--- src/rtl/cpu_sys_ctrl.sv ---
// cpu_sys_ctrl: CPU clock-enable and reset sequencer for the Apple-1 6502 core.
// Generates a one-clock cpu_clken strobe every CLK_DIV clocks, or every clock
// in turbo mode. Wait-states from hold stretch the period. The CPU reset stays
// high for RST_CYCLES enables after reset or soft_reset. Enables delivered
// outside reset are counted in cpu_cycles.
// Optional feature macro: SINGLE_STEP_EN adds step_mode/step single stepping.
// When the macro is undefined, step_mode and step are ignored.
module cpu_sys_ctrl #(
  parameter int CLK_DIV    = 25,
  parameter int RST_CYCLES = 63,
  parameter int CNT_W      = 32
) (
  input  logic             clk25,
  input  logic             reset,
  input  logic             soft_reset,
  input  logic             turbo,
  input  logic             hold,
  input  logic             step_mode,
  input  logic             step,
  output logic             cpu_clken,
  output logic             cpu_reset,
  output logic [CNT_W-1:0] cpu_cycles
);

  localparam int DIV_W = (CLK_DIV > 1) ? $clog2(CLK_DIV) : 1;
  localparam int RC_W  = $clog2(RST_CYCLES + 1);
  localparam logic [DIV_W-1:0] DIV_LAST = DIV_W'(CLK_DIV - 1);
  localparam logic [RC_W-1:0]  RC_LAST  = RC_W'(RST_CYCLES);

  logic [DIV_W-1:0] div_cnt_q, div_cnt_d;
  logic             per_sel_q, per_sel_d;
  logic [RC_W-1:0]  rst_cnt_q, rst_cnt_d;
  logic             cpu_clken_q, cpu_clken_d;
  logic             cpu_reset_q, cpu_reset_d;
  logic [CNT_W-1:0] cpu_cycles_q, cpu_cycles_d;
  logic             at_bound;
  logic             tick;
  logic             step_ok;

`ifdef SINGLE_STEP_EN
  logic step_q, step_d;
  logic step_pend_q, step_pend_d;

  // Single-step gating: a rising step edge arms one enable; reset runs freely.
  always_comb begin
    step_d      = step;
    step_ok     = ~step_mode | cpu_reset_q | step_pend_q;
    step_pend_d = step_pend_q;
    if (step & ~step_q) begin
      step_pend_d = 1'b1;
    end else if (tick) begin
      step_pend_d = 1'b0;
    end
  end

  // Step edge detector and pending-step flag.
  always_ff @(posedge clk25) begin
    if (reset) begin
      step_q      <= 1'b0;
      step_pend_q <= 1'b0;
    end else begin
      step_q      <= step_d;
      step_pend_q <= step_pend_d;
    end
  end
`else
  logic unused_step;
  assign unused_step = &{1'b0, step_mode, step};
  assign step_ok     = 1'b1;
`endif

  // Period counter: stalls at zero until an enable is allowed, then counts
  // out one period. turbo is sampled only at the period boundary.
  always_comb begin
    at_bound  = (div_cnt_q == '0);
    tick      = at_bound & ~hold & step_ok;
    per_sel_d = at_bound ? turbo : per_sel_q;
    div_cnt_d = div_cnt_q;
    if (!at_bound || tick) begin
      if (per_sel_d || (div_cnt_q == DIV_LAST)) begin
        div_cnt_d = '0;
      end else begin
        div_cnt_d = div_cnt_q + DIV_W'(1);
      end
    end
  end

  // Reset sequencer and cycle counter; soft_reset restarts the sequence
  // without disturbing the enable timing.
  always_comb begin
    cpu_clken_d  = tick;
    rst_cnt_d    = rst_cnt_q;
    cpu_reset_d  = cpu_reset_q;
    cpu_cycles_d = cpu_cycles_q;
    if (cpu_clken_q && !cpu_reset_q) begin
      cpu_cycles_d = cpu_cycles_q + CNT_W'(1);
    end
    if (soft_reset) begin
      rst_cnt_d    = '0;
      cpu_reset_d  = 1'b1;
      cpu_cycles_d = '0;
    end else if (tick) begin
      cpu_reset_d = (rst_cnt_q != RC_LAST);
      if (rst_cnt_q != RC_LAST) begin
        rst_cnt_d = rst_cnt_q + RC_W'(1);
      end
    end
  end

  // State registers; reset forces the CPU into reset with no strobe.
  always_ff @(posedge clk25) begin
    if (reset) begin
      div_cnt_q    <= '0;
      per_sel_q    <= 1'b0;
      rst_cnt_q    <= '0;
      cpu_clken_q  <= 1'b0;
      cpu_reset_q  <= 1'b1;
      cpu_cycles_q <= '0;
    end else begin
      div_cnt_q    <= div_cnt_d;
      per_sel_q    <= per_sel_d;
      rst_cnt_q    <= rst_cnt_d;
      cpu_clken_q  <= cpu_clken_d;
      cpu_reset_q  <= cpu_reset_d;
      cpu_cycles_q <= cpu_cycles_d;
    end
  end

  assign cpu_clken  = cpu_clken_q;
  assign cpu_reset  = cpu_reset_q;
  assign cpu_cycles = cpu_cycles_q;

endmodule

--- config.mk ---
export PLATFORM = sky130hd
export DESIGN_NAME = cpu_sys_ctrl
export DESIGN_NICKNAME = d
export VERILOG_FILES = /design/src/rtl/cpu_sys_ctrl.sv
export SDC_FILE = /design/constraint.sdc
export NUM_CORES = 1
export LEC_CHECK = 0
export ABC_AREA = 1
export BUFFER_PORTS_ARGS = -buffer_cell sky130_fd_sc_hd__buf_4
export CAP_MARGIN = 20
export CORE_ASPECT_RATIO = 0.5
export CORE_UTILIZATION = 40
export DETAILED_ROUTE_END_ITERATION = 8
export PLACE_DENSITY = 0.7
export SYNTH_ARGS = -nofsm -noshare
export SYNTH_HDL_FRONTEND = slang
export SYNTH_SLANG_ARGS = --single-unit
--- constraint.sdc ---
create_clock -name clk25 -period 1.75 [get_ports clk25]
set_input_delay 0.35 -clock clk25 [delete_from_list [all_inputs] [get_ports clk25]]
set_output_delay 0.35 -clock clk25 [all_outputs]
set_load 0.02 [all_outputs]
# After elaboration in Yosys (flattened, before gate mapping)
# Index checks and enable logic that the tools add are counted.
# totals
register_bits	46
latchBits	0
ram_bits	0
mem_bits_ro	0
inputBits	7
out_inout_bits	34
mem_count	0
# op_classes
add_sub_neg	3
mul	0
div	0
magnitude_cmp	0
n_eq_ne	2
shifts	0
mux	2
bitwise	2
reduce_logical	8
# op_table
operator	n
adder 32 x 1 -> 32 bit, second input constant	1
adder 6 x 1 -> 6 bit, second input constant	1
inequality test 6 bit, second input constant	1
adder 5 x 1 -> 5 bit, second input constant	1
equality test 5 bit, second input constant	1
logical NOT 5 bit	1
two-way mux 5 bit	1
logical NOT 1 bit	2
logical OR 1 bit	2
AND reduction 2 bit	1
OR reduction 2 bit	1
AND 1 bit	1
logical AND 1 bit	1
two-way mux 1 bit	1
inverter 1 bit	1

# Depth between registers and ports, before layout
# logic_depth
word_depth	4
depth_mapped	10

# Least setup slack after synthesis
# Ideal clock, no wire load.
# synth_path
path_type	register to register
start	register cpu_cycles_q[1], in the netlist cpu_cycles[1]
end	register cpu_cycles_q[28], in the netlist cpu_cycles[28]
setup_ps	113
arrival_ps	1443
required_ps	1637
path_slack_ps	194
path_stages_with_launch	9
path_buffers	0
path_cell_list	dfxtp_1 > ha_1 > nand2_1 > nor2_4 > nand3_2 > nor2_1 > nand2_1 > nor2_1 > nor2_1
# synth_via
elab_chain_len	1
# synth_lines
element	line	text
start, declared	35	logic [CNT_W-1:0] cpu_cycles_q, cpu_cycles_d;
start signal, assigned	125	cpu_cycles_q <= cpu_cycles_d;
adder 32 x 1 -> 32 bit	96	cpu_cycles_d = cpu_cycles_q + CNT_W'(1);
# Every way passes these cells.
# A chain may end at the register's enable or synchronous reset.

# Final worst setup path
# Ends and elaborated chain as after synthesis.

==> results by group <==
Critical path
  – RR Startpoint: cpu_cycles[1]$_SDFFE_PP0P_
  – Crit end category: flop
  – Worst Setup Start Kind: flop
  – CP Class: flop to flop
  – Max Fanout on Critical Path: 5
  – Reg2reg end: cpu_cycles[28]$_SDFFE_PP0P_
  – R2R cell count: 8
  – WP data required: 1940 ps
  – R2r setup slk: 220 ps
  – Critical path arrival: 1730 ps

Global routing
  – Gr usage total: 18.46%
  – First-pass GRT wire length: 9404 um
  – Vias in the first global route: 2016
  – Initial antenna violation count: 0
  – GRT overflow: 0
  – Largest net degree at the start of global routing: 31

Clock tree
  – TritonCTS clock tree: yes
  – Worst-Skew Late Latency: 290 ps
  – CTS root buffer: clkbuf_16
  – Hold bufs inserted after CTS: 0
  – Worst-path clk slew: 70 ps
  – Maximum root-to-sink buffer count: 2
  – Sink Count: 46
  – CTS Buf Count: 5
  – H-tree depth: 2
  – Setup Buffers After CTS: 0

Route
  – Post-route ant nets: 0
  – DR pass1 iterations: 5
  – Drt total wl: 5527 um
  – Vias per cell: 4.651
  – DR WL/cell: 10.84 um
  – 1st-iter DRT viols: 97
  – Drc violations: 0
  – Via count: 2372

STA
  – Slew margin rel.: 65.00%
  – Fin. max-slew vios: 0
  – Final hold vios: 0
  – Final Hold Slack: 258.6 ps
  – Unrepaired setup endpoints after global routing: false
  – Final min period: 1534 ps
  – Skew final: 4.695 ps
  – Final setup violation count: 0
  – Least-Margin Pin Slew: 521.0 ps
  – Period utilization: 87.66%
  – Setup_tns: 0 ps
  – F_max: 0.6519 GHz

Power
  – Sequential Power Share: 41.7%
  – Switching pwr: 675.4 uW
  – Overall power: 2698 uW
  – Pleak: 0.001252 uW
  – PD cells: 875.9 nW/um2
  – Clk pwr share: 46.2%
  – Logic pwr share: 12.2%
  – Internal power: 2023 uW
  – Worst vdd rail ir drop: 532.3 uV
  – Sw Share: 25.03%

Synth
  – Yosys warns: 0
  – Synth top area cells: dfxtp_1, nand2_1, nor2_1, inv_1, nand3_1
  – Yosys cell types: 25
  – Syn Inst Count: 382
  – Register area share after synthesis: 36.89%
  – Synth cell count leaders: nand2_1, nor2_1, inv_1
  – Most common cell in the netlist: nand2_1
  – Avg Cell Area, Syn: 6.534 um2
  – Syn Nets: 393
  – Synthesized area: 2496 um2
  – Number of synthesized flops with an enable pin: 0
  – Share of the synthesized area in the top cell type: 36.89%
  – FF+latch count, synth: 46
  – Biggest area consumer among synthesized cells: dfxtp_1
  – Post-synth top flop: dfxtp_1
  – Asr flop ratio synth: 0%

Floorplanning
  – Die X: 113.7 um
  – Die Area: 6580 um2
  – Row count: 19
  – Initial Util: 43.39%
  – DIE HEIGHT: 57.86 um
  – I/O pin cnt: 41
  – Core area: 5753 um2

Place
  – GPL Wtd Cong: 0.8163
  – Placed insts: 502
  – I/O Buffers: 38
  – Dpl hpwl: 4100 um
  – Post-placement cell area: 2884 um2

Cells and area
  – Cell Count, Final, Fillers Out: 510
  – Layout area overhead: 23.41%
  – Post-route design area: 3080 um2
  – Final nets: 436
  – Share of cells above drive strength 1: 16.43%
  – # diodes: 0

Worst hold path
  – Hold worst-path end: cpu_clken$_SDFF_PP0_
  – WHS Path Cells: 2
  – Worst min path class: primary input to flop
  – Worst Hold Launch: reset

Job
  – Max Cap Viol: 0

Status
  – Status: finished, final reports clean
-- power groups by stage --
stage	combinational [uW]	sequential, uW	clock, uW
after floorplan	244	1150	0
after global placement	328	1150	0
after detailed placement	332	1150	0
after CTS	333	1120	1280
after global routing	389	1130	1320
final	329	1120	1250
-- timing repair --
action	in CTS	in global routing
gates resized for setup	0	1
endpoints found under the hold margin	0	0
setup endpoints to repair	0	1
-- kinds of logic (layout without fill, tap and decap cells) --
family | Yosys count | count (layout) | share of synthesized area (%)
simple gates | 226 | 226 | 41.25
xor+xnor | 10 | 10 | 3.509
buf+inv | 61 | 105 | 9.222
fa+ha+maj | 4 | 4 | 2.005
compound gates | 35 | 35 | 7.118
flops | 46 | 46 | 36.89
-- worst max path at each step --
stage | start | endpoint | cells past startpoint
after floorplan | cpu_cycles[1]$_SDFFE_PP0P_ | cpu_cycles[28]$_SDFFE_PP0P_ | 8
after global placement | cpu_cycles[1]$_SDFFE_PP0P_ | cpu_cycles[28]$_SDFFE_PP0P_ | 8
after detailed placement | cpu_cycles[1]$_SDFFE_PP0P_ | cpu_cycles[28]$_SDFFE_PP0P_ | 8
after CTS | cpu_cycles[1]$_SDFFE_PP0P_ | cpu_cycles[28]$_SDFFE_PP0P_ | 8
after global routing | cpu_cycles[1]$_SDFFE_PP0P_ | cpu_cycles[22]$_SDFFE_PP0P_ | 9
final | cpu_cycles[1]$_SDFFE_PP0P_ | cpu_cycles[28]$_SDFFE_PP0P_ | 8
-- critical path: stages (launching register included) --
cell and delay, ps:
dfxtp_1 390, ha_1 230, nand2_1 120, nor2_4 170
nand3_2 140, nor2_2 190, nand2_1 70, nor2_1 90
nor2_1 50
-- placed cells by master (no fill, tap or decap) --
cell type | synthesis | layout
a21oi_1 | 18 | 18
and3_1 | 1 | 1
buf_4 | 0 | 39
bufinv_16 | 0 | 2
clkbuf_16 | 0 | 5
clkinv_1 | 1 | 1
clkinv_4 | 0 | 1
dfxtp_1 | 46 | 46
ha_1 | 4 | 4
inv_1 | 56 | 56
inv_2 | 1 | 1
nand2_1 | 82 | 82
nand2_2 | 6 | 6
nand3_1 | 32 | 32
nand3_2 | 3 | 3
nand4_1 | 8 | 8
nor2_1 | 73 | 71
nor2_2 | 3 | 5
nor2_4 | 8 | 8
nor3_1 | 8 | 8
nor3b_1 | 2 | 2
o211ai_1 | 1 | 1
o21ai_0 | 15 | 15
o21ai_1 | 1 | 1
xnor2_1 | 1 | 1
xor2_1 | 9 | 9
-- metal layers --
metal | vias up | share of wire (%) | track usage, %
met5 | - | 0 | 0
met4 | 0 | 1.3 | 6.391
met3 | 8 | 6.5 | 6.172
met2 | 48 | 41 | 28.05
met1 | 1033 | 51 | 24.72
li1 | 1283 | - | -
-- final cells by class --
type | instances | area [um2]
Multi-Input combinational cell | 275 | 1350
Inverter | 58 | 217.7
Clock buffer | 5 | 125.1
Clock inverter | 3 | 68.82
Sequential cell | 46 | 920.9
Timing Repair Buffer | 39 | 292.8
Fill cell | 578 | 2673
Tap cell | 84 | 105.1
-- metrics by stage --
stage | setup WS [ps] | utilization [%]
6_report | 216.0 | 53.55
5_1_grt | 7.742 | 53.55
4_1_cts | 166.9 | 53.50
3_5_place_dp | 179.5 | 50.13
3_3_place_gp | 179.4 | 50.13
2_1_floorplan | 194.2 | -
-- state kept, by name (all words and copies together), names as in the netlist --
signal      count
cpu_cycles     32
rst_cnt_q       6
div_cnt_q       5
cpu_clken       1
cpu_reset       1
per_sel_q       1
Power figures use the tool's default switching activity.
